### src/rtl/data_cache_if.sv
// rtl/data_cache_if.sv - CPU-side and memory-side bus bundle for data_cache
//
// Signals:
//   read, write        CPU load/store request (held stable while busywait=1)
//   address, writedata CPU byte address and store word
//   readdata, busywait load word and pipeline stall
//   mem_read/mem_write main-memory block read/write strobes
//   mem_address        block address (byte address [31:4])
//   mem_writedata      victim block, word 0 in [31:0]
//   mem_readdata       fetched block, word 0 in [31:0]
//   mem_busywait       memory busy; transfer done on first low cycle under a strobe
// Modports: slave = cache side, master = CPU/memory side.
interface data_cache_if;
  logic         read;
  logic         write;
  logic [31:0]  address;
  logic [31:0]  writedata;
  logic [31:0]  readdata;
  logic         busywait;
  logic         mem_read;
  logic         mem_write;
  logic [27:0]  mem_address;
  logic [127:0] mem_writedata;
  logic [127:0] mem_readdata;
  logic         mem_busywait;

  modport slave (
    input  read, write, address, writedata, mem_readdata, mem_busywait,
    output readdata, busywait, mem_read, mem_write, mem_address, mem_writedata
  );

  modport master (
    output read, write, address, writedata, mem_readdata, mem_busywait,
    input  readdata, busywait, mem_read, mem_write, mem_address, mem_writedata
  );
endinterface

### src/rtl/data_cache.sv
// rtl/data_cache.sv - direct-mapped write-back write-allocate data cache, 8 sets x 4 words
//
// Ports:
//   clk_i  clock, all state updates on the rising edge
//   rst_i  synchronous active-high reset; clears valid/dirty and returns FSM to IDLE
//   bus    data_cache_if.slave, CPU request/response and main-memory block bus
module data_cache (
  input  logic         clk_i,
  input  logic         rst_i,
  data_cache_if.slave  bus
);

  typedef enum logic [1:0] {
    IDLE       = 2'd0,
    WRITE_BACK = 2'd1,
    MEM_FETCH  = 2'd2,
    UPDATE     = 2'd3
  } state_e;

  state_e        state_q, state_d;

  logic [127:0]  data_q  [8];
  logic [24:0]   tag_q   [8];
  logic [7:0]    valid_q;
  logic [7:0]    dirty_q;
  logic [127:0]  buf_q;

  logic [24:0]   addr_tag;
  logic [2:0]    addr_idx;
  logic [1:0]    addr_off;
  logic [6:0]    word_lsb;
  logic [31:0]   sel_word;
  logic          hit;
  logic          req;
  logic          write_hit;

  logic          busywait_w;
  logic          mem_read_w;
  logic          mem_write_w;
  logic [27:0]   mem_address_w;
  logic [127:0]  mem_writedata_w;
  logic [31:0]   readdata_w;

  // Byte-select bits carry no information for a word-granular cache.
  logic          unused_addr_bits;
  assign unused_addr_bits = ^bus.address[1:0];

  assign addr_tag = bus.address[31:7];
  assign addr_idx = bus.address[6:4];
  assign addr_off = bus.address[3:2];
  assign word_lsb = {addr_off, 5'b00000};
  assign sel_word = data_q[addr_idx][word_lsb +: 32];
  assign hit      = valid_q[addr_idx] && (tag_q[addr_idx] == addr_tag);

  // Requests are ignored while reset is held so every output sits at zero.
  assign req      = (bus.read || bus.write) && !rst_i;

  always_comb begin
    state_d         = state_q;
    busywait_w      = 1'b0;
    mem_read_w      = 1'b0;
    mem_write_w     = 1'b0;
    mem_address_w   = 28'd0;
    mem_writedata_w = 128'd0;
    readdata_w      = 32'd0;
    write_hit       = 1'b0;
    case (state_q)
      IDLE: begin
        if (req) begin
          if (hit) begin
            // WRITE wins when both strobes are present.
            if (bus.write) begin
              write_hit = 1'b1;
            end else begin
              readdata_w = sel_word;
            end
          end else begin
            busywait_w = 1'b1;
            state_d    = dirty_q[addr_idx] ? WRITE_BACK : MEM_FETCH;
          end
        end
      end
      WRITE_BACK: begin
        busywait_w      = 1'b1;
        mem_write_w     = 1'b1;
        mem_address_w   = {tag_q[addr_idx], addr_idx};
        mem_writedata_w = data_q[addr_idx];
        if (!bus.mem_busywait) begin
          state_d = MEM_FETCH;
        end
      end
      MEM_FETCH: begin
        busywait_w    = 1'b1;
        mem_read_w    = 1'b1;
        mem_address_w = bus.address[31:4];
        if (!bus.mem_busywait) begin
          state_d = UPDATE;
        end
      end
      UPDATE: begin
        busywait_w = 1'b1;
        state_d    = IDLE;
      end
      default: begin
        state_d = IDLE;
      end
    endcase
  end

  assign bus.busywait      = busywait_w;
  assign bus.mem_read      = mem_read_w;
  assign bus.mem_write     = mem_write_w;
  assign bus.mem_address   = mem_address_w;
  assign bus.mem_writedata = mem_writedata_w;
  assign bus.readdata      = readdata_w;

  // Control state: FSM plus valid/dirty, the only state that reset clears.
  always_ff @(posedge clk_i) begin
    if (rst_i) begin
      state_q <= IDLE;
      valid_q <= 8'd0;
      dirty_q <= 8'd0;
    end else begin
      state_q <= state_d;
      if (write_hit) begin
        dirty_q[addr_idx] <= 1'b1;
      end
      if (state_q == UPDATE) begin
        valid_q[addr_idx] <= 1'b1;
        dirty_q[addr_idx] <= 1'b0;
      end
    end
  end

  // Data/tag arrays and fetch buffer. A reset mid-fetch leaves the FSM in
  // IDLE before UPDATE, so a partially fetched buffer is never installed.
  always_ff @(posedge clk_i) begin
    if (!rst_i && state_q == MEM_FETCH && !bus.mem_busywait) begin
      buf_q <= bus.mem_readdata;
    end
    if (write_hit) begin
      data_q[addr_idx][word_lsb +: 32] <= bus.writedata;
    end
    if (!rst_i && state_q == UPDATE) begin
      data_q[addr_idx] <= buf_q;
      tag_q[addr_idx]  <= addr_tag;
    end
  end

endmodule
### src/flat_wrapper.sv
// flat-port wrapper written by rule: the top's interface ports become plain ports
module data_cache_flat 
  (clk_i, rst_i, bus_read, bus_write, bus_address, bus_writedata, bus_mem_readdata, bus_mem_busywait, bus_readdata, bus_busywait, bus_mem_read, bus_mem_write, bus_mem_address, bus_mem_writedata);
  data_cache_if bus_i ();
  input  logic clk_i;
  input  logic rst_i;
  input wire logic [$bits(bus_i.read)-1:0] bus_read;
  input wire logic [$bits(bus_i.write)-1:0] bus_write;
  input wire logic [$bits(bus_i.address)-1:0] bus_address;
  input wire logic [$bits(bus_i.writedata)-1:0] bus_writedata;
  input wire logic [$bits(bus_i.mem_readdata)-1:0] bus_mem_readdata;
  input wire logic [$bits(bus_i.mem_busywait)-1:0] bus_mem_busywait;
  output wire logic [$bits(bus_i.readdata)-1:0] bus_readdata;
  output wire logic [$bits(bus_i.busywait)-1:0] bus_busywait;
  output wire logic [$bits(bus_i.mem_read)-1:0] bus_mem_read;
  output wire logic [$bits(bus_i.mem_write)-1:0] bus_mem_write;
  output wire logic [$bits(bus_i.mem_address)-1:0] bus_mem_address;
  output wire logic [$bits(bus_i.mem_writedata)-1:0] bus_mem_writedata;
  assign bus_i.read = bus_read;
  assign bus_i.write = bus_write;
  assign bus_i.address = bus_address;
  assign bus_i.writedata = bus_writedata;
  assign bus_i.mem_readdata = bus_mem_readdata;
  assign bus_i.mem_busywait = bus_mem_busywait;
  assign bus_readdata = bus_i.readdata;
  assign bus_busywait = bus_i.busywait;
  assign bus_mem_read = bus_i.mem_read;
  assign bus_mem_write = bus_i.mem_write;
  assign bus_mem_address = bus_i.mem_address;
  assign bus_mem_writedata = bus_i.mem_writedata;
  data_cache u_core (.clk_i(clk_i), .rst_i(rst_i), .bus(bus_i));
endmodule
### config.mk
export PLATFORM = sky130hd
export DESIGN_NAME = data_cache_flat
export DESIGN_NICKNAME = d
export VERILOG_FILES = /design/src/rtl/data_cache_if.sv /design/src/rtl/data_cache.sv /design/src/flat_wrapper.sv
export SDC_FILE = /design/constraint.sdc
export NUM_CORES = 1
export LEC_CHECK = 0
export CAP_MARGIN = 20
export CORE_MARGIN = 10
export CORE_UTILIZATION = 28
export CTS_CLUSTER_DIAMETER = 80
export DETAILED_ROUTE_END_ITERATION = 16
export DONT_BUFFER_PORTS = 1
export GPL_ROUTABILITY_DRIVEN = 0
export PLACE_DENSITY = 0.41
export REMOVE_ABC_BUFFERS = 1
export SLEW_MARGIN = 10
export SYNTH_ARGS = -nofsm -noshare
export SYNTH_HDL_FRONTEND = slang
export SYNTH_SLANG_ARGS = --single-unit
### constraint.sdc
create_clock -name clk_i -period 14.2 [get_ports clk_i]
set_input_delay 0 -clock clk_i [delete_from_list [all_inputs] [get_ports clk_i]]
set_output_delay 0 -clock clk_i [all_outputs]
set_load 0.03 [all_outputs]
==> summary.md <==
Pin placement for this block handled 388 I/O pins. The flow ran to the end, and the final reports show no timing, DRC or antenna violations. The headroom to the max-slew limit came out at 0.254.

Setup violations remaining at the end of the flow were counted as 0. The floorplan has 159 rows. The count of buffers added on input and output ports is 0.

Each instance of the synthesized netlist takes up on average 17.5 um^2. The critical path goes through mux2_1 > mux4_2 > or3_1 > a221oi_2 > nand4_1 > nor4_4 > buf_4 > nand3_4 > nor2_1. The worst setup path is launched from a register. For the max-slew violation count, the log shows 0.

TritonCTS built the clock tree. The fraction of the yosys area taken by sequential cells came out at 0.776. In the final routed layout, each cell accounts on average for 32.4 um. The post-route minimum period works out to 5.30 ns. The die is 454 um wide. Of all cell types, the one taking the most synthesized area is edfxtp_1. In the synthesized netlist, the number of instances is 3,014.

After routing, the total negative slack on setup checks comes to 0 ns. The clock net in this run drives a total of 1,370 sinks. STA classifies the critical path endpoint as a primary output.

For the DRC violations left, the log shows 0. Summing over every cut layer, the via total after detailed routing is 30,800. The first global-routing pass estimated 265 mm of wire. The areal power density over the cells came out at 143 nW/um^2.

The initial antenna violation count was 9; the flop and latch count out of synthesis was 1,370. The maximum resistive drop on vdd is 96.3 uV. In this run the worst hold path is classified as primary input to register. The tools report the number of buffers inserted during clock tree synthesis as 158.

The die covers 206,000 um^2. In this run the vertical extent of the chip is 454 um. The count of nets left with antenna violations once routing finished came out at 0. The fraction of post-synthesis cell area in the top cell type by area came out at 0.769. For this block, the initial DRC count from the detailed router was 2,808.

For the number of global-route vias before repair, the log shows 31,300. The number of instances resized during post-cts repair was 0; the share of synthesized flip-flops with an asynchronous set or reset was 0. The completed layout was analyzed and its total power is 0.00920 W. The run gives 0.0475 ns as the worst hold margin. The root buffer cell chosen for the clock tree is clkbuf_16.

From synthesis to final layout, the design area changed by 21.6%. The master of the slowest instance on the critical path was nor2_1. The final hold violation count is 0.

For the worst setup path, the data required time is 14.20 ns. The number of warnings issued by yosys was 0; the number of search-and-repair iterations in the first detailed-routing pass was 7. The logs give 53 for the post-synthesis cell type count and 134 for the pin count of the biggest net entering global routing. Grouping stages by cell kind, the critical path spends the most delay in simple AND/OR/NAND/NOR gates. No sink is reached through more buffers than the 3 on the longest clock path. The total global-route track usage was 0.183. Summed over all layers, the global routing overflow is 0. After synthesis the cells add up to 52,800 um^2. The share of layout cells above drive strength 1 is 0.124. The effective utilization at floorplan is 0.282. The register clock-pin slew on the reported worst setup and hold paths was 0.06 ns; the max-capacitance violation count was 0.

The run gives 3,585 as the final net count. The HPWL after detailed placement is 109 mm. After detailed routing, the number of vias per cell comes to 5.12.

Setup repair after global routing left no endpoint under its margin. In this run the worst path has a maximum fanout of 32. For the pin with the worst max-slew slack, the measured transition is 1.12 ns.

Data arrives at the worst endpoint at 5.30 ns. By area the synthesized netlist is led by edfxtp_1, a22o_1, a22oi_1. Number of buffer and inverter instances along the worst setup path: 1. In this run, synthesis inferred 1,352 flip-flops with an integrated enable.

The total core area was 188,000 um^2; the maximum level of the CTS H-tree was 4. The most used flip-flop cell after synthesis is edfxtp_1. The clock tree skew after final layout came out at 0.0722 ns. In this design, the stage delay of the slowest critical-path cell is 1.08 ns. Clock latency on the worst-skew pair, taken at its later pin, is 0.81 ns. The share of the cycle needed by the critical path after routing works out to 0.373. The setup path with the least slack is of type register to primary output.

The logs give 20.3 nW for the leakage power summed over all cells and 0.189 GHz for the maximum clock rate. The routed design has 194 mm of wire.
==> state kept, by name (all words and copies together) (netlist names), named ones only <==
signal	flops
u_core.buf_q	128
u_core.data_q	1024
u_core.dirty_q	5
u_core.state_q	2
u_core.tag_q	200
u_core.valid_q	8
==> final timing paths <==
| check | from | endpoint | slack (ns) | depth (start not counted) |
|---|---|---|---|---|
| worst max-delay path | u_core.tag_q[6][12] | bus_readdata[25] | 8.90 | 9 |
| worst min-delay path | bus_address[27] | register | 0.05 | 7 |
| worst max register to register | u_core.tag_q[6][12] | u_core.data_q[2][52] | 9.30 | 10 |
| worst min register to register | u_core.valid_q[3] | u_core.valid_q[3] | 0.47 | 2 |
==> final cells by class <==
class,instances,area (um^2)
diodes,5,12.5
inverters,17,70.1
clock inverters,75,667
well taps,2495,3120
clock buffers,209,4160
repair buffers,411,3940
flip-flops and latches,1370,41000
fillers,17900,123000
multi-input cells,1420,11300
==> synthesized netlist by cell type, types with 3 or more instances <==
cell      number
a211oi_1       7
a21boi_0       7
a21oi_1       38
a221oi_1     122
a22o_1       252
a22oi_1      238
a31oi_1        9
and2_1        19
and3_1       108
and3b_1        5
buf_1         20
buf_2         29
buf_4          5
clkbuf_1     153
dfxtp_1       18
edfxtp_1    1352
ha_1          10
inv_1         15
mux2_1         3
mux2_2        19
mux2i_1       71
mux4_2        66
nand2_1       41
nand2b_1       7
nand3_1        5
nand4_1        4
nor2_1       237
nor2b_1       18
nor3_1        27
nor3b_1        5
nor4_1         7
o21a_1         6
o21ai_0       34
o22ai_1       19
or3_1          4
xnor2_1       12
==> worst reg2reg max path, cell delays in order, from the launching register on <==
cell,delay [ns]
edfxtp_1,0.36
mux2_1,0.28
mux4_2,0.50
or3_1,0.40
a221oi_2,0.42
nand4_1,0.20
nor4_4,0.28
buf_4,0.28
a31oi_2,0.44
nor2_4,0.76
buf_4,0.58
==> cells by family after synthesis <==
family / after synthesis / share of synthesized area
flip-flops: 1370 / 0.776
AO/OA/AOI/OAI: 746 / 0.112
AND/OR/NAND/NOR: 492 / 0.0451
buffers and inverters: 224 / 0.0170
multiplexers: 159 / 0.0463
XOR/XNOR: 13 / 0.00216
adder cells (fa/ha/maj): 10 / 0.00237
==> placed cells by master (no fill, tap or decap), drive strengths merged, types with 8 or more instances in the layout <==
master       count
edfxtp        1352
dlygate4sd3    327
a22o           252
a22oi          238
nor2           237
clkbuf         209
a221oi         124
and3           108
buf             84
mux2i           71
mux4            66
clkinv          61
nand2           41
a21oi           38
o21ai           34
nor3            27
inv             25
mux2            22
and2            20
o22ai           19
dfxtp           18
nor2b           18
xnor2           12
a31oi           11
ha              10
nor4             8
==> power by group <==
part	switching (W)	total, W	internal (W)
logic	0.000620	0.000864	0.000244
clock network	0.00169	0.00381	0.00212
registers	0.0000186	0.00452	0.00450
total	0.00233	0.00920	0.00687
==> routing by layer <==
layer	up-vias	global-route usage	wire (um)	share of wire
met5	-	0	0	0
met4	0	0.0542	5840	0.030
met3	249	0.0319	9790	0.050
met2	872	0.318	98400	0.51
met1	16500	0.232	80300	0.41
li1	13100	-	-	-
==> through the flow <==
stage	area (um^2)	utilization	instances	setup slack [ns]
floorplan	52000	-	2807	2.76
global placement	56100	0.299	5385	9.26
detailed placement	56100	0.299	5385	9.28
CTS	64200	0.342	5996	8.81
global route	64200	0.342	6000	8.72
finish	64200	0.342	6002	8.90
==> repair_timing <==
item                        CTS  global route
hold buffers                327             1
setup buffers                 0             0
setup endpoints to repair     0             0
hold endpoints to repair   1656             1
(Power assumes the default switching activity.)
